File: src/rtl/mem_port_arbiter.sv
// rtl/mem_port_arbiter.sv - burst-granular round-robin arbiter sharing one memory port between I and D caches
// Read returns are routed back to their issuer through a tag pipe that keeps shifting while ownership changes.
module mem_port_arbiter #(
   parameter int ADDR_W = 16,
   parameter int DATA_W = 16,
   parameter int RD_LAT = 2
) (
   input  logic              clk,
   input  logic              rst,
   input  logic              i_req,
   input  logic              i_rd,
   input  logic              i_wr,
   input  logic [ADDR_W-1:0] i_addr,
   input  logic [DATA_W-1:0] i_wdata,
   output logic              i_grant,
   output logic              i_stall,
   output logic              i_rvalid,
   output logic [DATA_W-1:0] i_rdata,
   input  logic              d_req,
   input  logic              d_rd,
   input  logic              d_wr,
   input  logic [ADDR_W-1:0] d_addr,
   input  logic [DATA_W-1:0] d_wdata,
   output logic              d_grant,
   output logic              d_stall,
   output logic              d_rvalid,
   output logic [DATA_W-1:0] d_rdata,
   output logic              mem_rd,
   output logic              mem_wr,
   output logic [ADDR_W-1:0] mem_addr,
   output logic [DATA_W-1:0] mem_wdata,
   input  logic              mem_stall,
   input  logic [DATA_W-1:0] mem_rdata
);

   localparam logic [1:0] S_IDLE  = 2'd0;
   localparam logic [1:0] S_OWN_I = 2'd1;
   localparam logic [1:0] S_OWN_D = 2'd2;
   localparam logic [1:0] S_DRAIN = 2'd3;

   logic [1:0]        state_q, state_d;
   logic              last_owner_q, last_owner_d;   // 0 = I, 1 = D
   logic [RD_LAT-1:0] tag_vld_q;
   logic [RD_LAT-1:0] tag_own_q;
   logic              tag_push;
   logic              pipe_busy;

   assign tag_push  = mem_rd && !mem_stall;
   assign pipe_busy = |tag_vld_q;

   assign i_grant = (state_q == S_OWN_I);
   assign d_grant = (state_q == S_OWN_D);

   assign i_rvalid = tag_vld_q[RD_LAT-1] && !tag_own_q[RD_LAT-1];
   assign d_rvalid = tag_vld_q[RD_LAT-1] &&  tag_own_q[RD_LAT-1];
   assign i_rdata  = mem_rdata;
   assign d_rdata  = mem_rdata;

   always_comb begin
      state_d      = state_q;
      last_owner_d = last_owner_q;
      mem_rd       = 1'b0;
      mem_wr       = 1'b0;
      mem_addr     = '0;
      mem_wdata    = '0;
      i_stall      = i_req;
      d_stall      = d_req;
      case (state_q)
         S_IDLE: begin
            if (i_req && d_req) begin
               state_d = last_owner_q ? S_OWN_I : S_OWN_D;
            end else if (i_req) begin
               state_d = S_OWN_I;
            end else if (d_req) begin
               state_d = S_OWN_D;
            end
         end
         S_OWN_I: begin
            i_stall = mem_stall;
            if (i_req) begin
               mem_wr    = i_wr;
               mem_rd    = i_rd && !i_wr;
               mem_addr  = i_addr;
               mem_wdata = i_wdata;
            end else begin
               last_owner_d = 1'b0;
               state_d      = pipe_busy ? S_DRAIN : S_IDLE;
            end
         end
         S_OWN_D: begin
            d_stall = mem_stall;
            if (d_req) begin
               mem_wr    = d_wr;
               mem_rd    = d_rd && !d_wr;
               mem_addr  = d_addr;
               mem_wdata = d_wdata;
            end else begin
               last_owner_d = 1'b1;
               state_d      = pipe_busy ? S_DRAIN : S_IDLE;
            end
         end
         default: begin
            if (!pipe_busy) begin
               state_d = S_IDLE;
            end
         end
      endcase
   end

   always_ff @(posedge clk) begin
      if (rst) begin
         state_q      <= S_IDLE;
         last_owner_q <= 1'b0;
         tag_vld_q    <= '0;
         tag_own_q    <= '0;
      end else begin
         state_q      <= state_d;
         last_owner_q <= last_owner_d;
         for (int k = RD_LAT - 1; k > 0; k--) begin
            tag_vld_q[k] <= tag_vld_q[k-1];
            tag_own_q[k] <= tag_own_q[k-1];
         end
         tag_vld_q[0] <= tag_push;
         tag_own_q[0] <= (state_q == S_OWN_D);
      end
   end

endmodule

File: config.mk
export PLATFORM = sky130hd
export DESIGN_NAME = mem_port_arbiter
export DESIGN_NICKNAME = d
export VERILOG_FILES = /design/src/rtl/mem_port_arbiter.sv
export SDC_FILE = /design/constraint.sdc
export NUM_CORES = 1
export LEC_CHECK = 0
export CORE_ASPECT_RATIO = 0.5
export CORE_MARGIN = 2
export CORE_UTILIZATION = 25
export CTS_BUF_LIST = sky130_fd_sc_hd__clkbuf_8 sky130_fd_sc_hd__clkbuf_16
export DETAILED_ROUTE_END_ITERATION = 8
export PLACE_DENSITY = 0.82
export SYNTH_ARGS = -nofsm -noshare
export SYNTH_HDL_FRONTEND = slang
export SYNTH_SLANG_ARGS = --single-unit
export TNS_END_PERCENT = 10
File: constraint.sdc
create_clock -name clk -period 2.1 [get_ports clk]
set_input_delay 0.42 -clock clk [delete_from_list [all_inputs] [get_ports clk]]
set_output_delay 0.42 -clock clk [all_outputs]
set_load 0.01 [all_outputs]
# Yosys cells after proc, flatten, opt, wreduce, memory -nomap -nowiden
# Index checks and enable logic that the tools add are counted.
classes:
  eq_ne: 6
  n_mux: 26
  reduce_logical: 15
op_table:
  columns: ["op", "n"]
  rows:
  - ["$mux W16", 4]
  - ["$pmux W16 S2", 2]
  - ["$mux W2", 8]
  - ["$mux W1", 8]
  - ["$logic_and A1 B1 Y1", 6]
  - ["$pmux W1 S2", 3]
  - ["$pmux W2 S3", 1]
  - ["$logic_not A1 Y1", 4]
  - ["$ne A2 B2 Y1 const B", 2]
  - ["$ne A4 B3 Y1 const B", 1]
  - ["$ne A4 B4 Y1 const B", 1]
  - ["$reduce_and A4 Y1", 1]
  - ["$reduce_and A3 Y1", 1]
  - ["$eq A2 B1 Y1 const B", 1]
  - ["$eq A2 B2 Y1 const B", 1]
  - ["$logic_not A2 Y1", 1]
  - ["$reduce_bool A2 Y1", 1]
  - ["$reduce_or A2 Y1", 1]
word_totals:
  reg_bits: 7
  inputBits: 89
  out_inout_bits: 72
  wordCells: 51

# Longest topological paths before layout
logic_depth:
  word_depth: 5
  depth_mapped: 7
  depth_no_buf: 6

# Worst setup path after synthesis
# Ideal clock, no wire load.
synth_path:
  path_type: "register to output"
  from: "reg state_q[0]"
  to: "out mem_addr[10]"
  arrival_time_ps: 1388
  required_time_ps: 1680
  slack_ps: 292
  path_stages_with_launch: 8
  n_path_buf: 2
  cell_sequence: "dfxtp_1 inv_1 ha_1 and2_1 buf_6 buf_4 a22oi_1 nor2b_1"
synth_between:
  elab_chain_cells: 2
  elab_cells_between_ends: 3
  classes_between: "eq/ne: 2; mux: 1"
synth_lines:
  columns: ["item", "line", "text"]
  rows:
  - ["from (decl)", "41", "logic [1:0] state_q, state_d;"]
  - ["from (signal assigned)", "117", "state_q <= state_d;"]
  - ["$eq A2 B2 Y1", null, null]
  - ["named net d_grant", "24", "output logic d_grant,"]
  - ["$pmux W16 S2", "68", "case (state_q)"]
  - ["to (decl)", "30", "output logic [ADDR_W-1:0] mem_addr,"]
# The timed path passes the listed nets, and every way through them passes these cells.

# Final worst setup path
layout_path:
  from: "in i_req"
  to: "out mem_wdata[1]"
layout_between:
  elab_chain_cells: 2
layout_lines:
  columns: ["item", "line", "text"]
  rows:
  - ["from (decl)", "10", "input logic i_req,"]
  - ["$mux W16", "80", "if (i_req) begin"]
  - ["$pmux W16 S2", "68", null]
  - ["to (decl)", "31", "output logic [DATA_W-1:0] mem_wdata,"]
# No other way between the ends.

==> run_results.csv <==
group,metric,value,unit
run_status,status,"finished, violations left",
run_status,violations,"negative setup slack",
sta,layout_worst_path_cycle_share,100.8,%
global_route,grt_usage,15.13,%
sta,tns,-0.02816,ns
sta,hold_viol,0,
yosys,synth.area.top_cells,"a22oi_1 (22%), buf_4 (22%), nor2b_1 (19%)",
yosys,ys_ff_latch,7,
yosys,yosysMostFrequentCell,"nor2b_1",
drt,first_iter_violations,59,
min_path,min_path_type,"reg -> reg",
setup_path,path_max_fanout,23,
yosys,synthArstFlopShare,0,%
yosys,synth_top_flop_cell,"dfxtp_1",
power,p_leak,0.8570,nW
sta,maxSlewHeadroom,78.72,%
yosys,synth_top_cell_by_area,"a22oi_1",
layout,instances_no_fill,311,
global_route,antenna_found_initial,0,
yosys,synth_fa_ha_area_share,4.188,%
yosys,synth_xor_area_share,0,%
yosys,yosys_warnings,0,
yosys,synth_top_family_by_area,"simple AND/OR/NAND/NOR gates",
placed_design,dpl_cell_area,2238,um2
clock_network,cts.sinks,7,
drt,via_count,1401,
clock_network,cts_buffers,3,
power,total_power,1.025,mW
layout,nFillCells,430,
clock_network,clock_latency,0.23,ns
clock_network,cts.clk_slew.worst_paths,0.04,ns
clock_network,cts_buffer_depth,2,
sta,layout_min_cycle_time,2.116,ns
sta,setup_ws,-0.01603,ns
die,ios,161,
yosys,synth_compound_area_share,25.86,%
global_route,grt_pass1_vias,1346,
setup_path,startpoint_type,"input port",
yosys,yosysUniqueCellTypes,24,
clock_network,cts_tree,"done",
yosys,synthCells,158,
die,core_area,4488,um2
drt,dr.pass1.iters,4,
drt,wl_per_cell,14.59,um
placed_design,dp_cells,307,
global_route,grt_pass1_wl,6348,um
power,worst_ir_drop_vdd,0.3572,mV
layout,n_antenna_cell,0,
placed_design,numPortBuffers,112,
sta,skew,0.001098,ns
clock_network,h-tree-depth,1,
setup_path,worstSetupPathType,"in -> out",
setup_path,worstPathArrival,1.70,ns
sta,max_freq,472.6,MHz
yosys,yosysTopAreaCellShare,21.99,%
sta,slew_violations,0,
yosys,muxShareOfSynthArea,2.723,%
yosys,synth_edf_count,0,
yosys,syn_avg_cell_area,7.563,um2
die,dieArea,5382,um2
setup_path,endpoint_kind,"output port",
layout,drive_above_1_share,26.12,%
sta,rsz0062_at_grt,"yes",
die,chipWidth,101.8,um
drt,via_per_inst,4.505,
yosys,ys_seq_area_share,11.73,%
layout,nets,339,
yosys,synth_simple_gate_area_share,28.59,%
die,initial_utilization,26.62,%
layout,design_area,2168,um2
die,die-height,52.89,um
placed_design,hpwl,3676,um
yosys,mappedNetlistArea,1195,um2
flow_run,maxCapViolations,0,
clock_network,cts_setup_buffers,0,
drt,drc_errors,0,
setup_path,cp_data_required_time,1.68,ns
global_route,grt_overflow,0,
placed_design,place_congestion,0.7790,
yosys,synth_nets,251,
die,core.rowCount,17,
clock_network,cts-root-buf,"clkbuf_8",
sta,tightest_slew,0.3192,ns
layout,areaGrowthSynthToFinish,81.47,%
global_route,grt_max_degree,25,
drt,ant_nets,0,
sta,setup_viol,2,
power,power_density,472.8,nW/um2
drt,routed_wl,4539,um
yosys,synthTopCellsByCount,"nor2b_1 (37), a22oi_1 (35), buf_4 (35), dfxtp_1 (7), nor2_1 (5)",
[cell families after synthesis]
family / after synthesis
simple gates: 55
fa+ha+maj: 4
mux: 3
buf+inv: 47
flops: 7
compound gates: 42
[placed cells by master (no fill, tap or decap), types with 2 or more instances in the layout]
master / instances
a22oi_1: 32
clkdlybuf4s50_1: 76
nor2b_1: 37
mux2_2: 2
buf_4: 10
and2_4: 2
clkbuf_2: 11
and2_1: 2
buf_2: 19
o21ai_0: 4
inv_1: 3
dfxtp_2: 2
nand2_1: 4
nor2_1: 5
a22oi_2: 3
clkbuf_8: 3
dlygate4sd2_1: 4
dfxtp_1: 5
buf_12: 3
clkdlybuf4s15_2: 2
ha_1: 3
[worst paths after layout]
kind                     start      endpoint  slack (ns)  cells past startpoint
hold / removal    tag_own_q[0]  tag_own_q[1]        0.43                      1
hold reg to reg   tag_own_q[0]  tag_own_q[1]        0.43                      1
setup / recovery         i_req  mem_wdata[1]       -0.02                      6
setup reg to reg    state_q[0]    state_q[0]        0.34                      7
[critical path: stages]
cell	delay [ns]
clkdlybuf4s50_1	0.49
and2_4	0.18
buf_12	0.16
a22oi_2	0.07
nor2b_1	0.10
dlygate4sd2_1	0.27
[per-stage QoR]
stage	util, %	hold WS, ns	worst slack (ns)
after floorplan	-	0.4138	0.2922
after global routing	48.31	0.4507	-0.07806
after detailed placement	49.87	0.4283	-0.4193
after global placement	49.87	0.4300	-0.3812
final	48.31	0.4341	-0.01603
after CTS	50.43	0.4403	-0.07528
[state kept, by name, summed over array words and instances, names as in the netlist]
register / flops
state_q: 2
last_owner_q: 1
tag_own_q: 2
tag_vld_q: 2
[what timing repair did]
item	CTS	global route
hold buffers	0	0
gates resized for setup	99	31
pin swaps	0	2
setup endpoints to repair	36	26
[layout make-up]
type,count,area [um2],share of cell area [%]
Sequential cell,7,142.6,6.578
Multi-Input combinational cell,104,755.7,34.85
Inverter,3,11.26,0.5193
Clock inverter,1,5.005,0.2308
Timing Repair Buffer,127,1130,52.11
Clock buffer,3,41.29,1.904
Tap cell,66,82.58,3.808
[power by group]
group          switching (mW)  total, mW  internal, mW
logic                   0.275      0.678         0.402
clock network          0.0584      0.187         0.128
registers             0.00874      0.161         0.152
total                   0.342       1.03         0.683
[per-layer routing]
metal	part of all wire (%)	global-route usage [%]	wire length, um	up-vias
met4	0.82	4.279	37	0
li1	-	-	-	688
met5	0	0	0	-
met1	38	17.37	1734	662
met2	55	27.96	2490	40
met3	6.1	4.095	277	11
No activity file was read; power rests on OpenSTA's default activity.
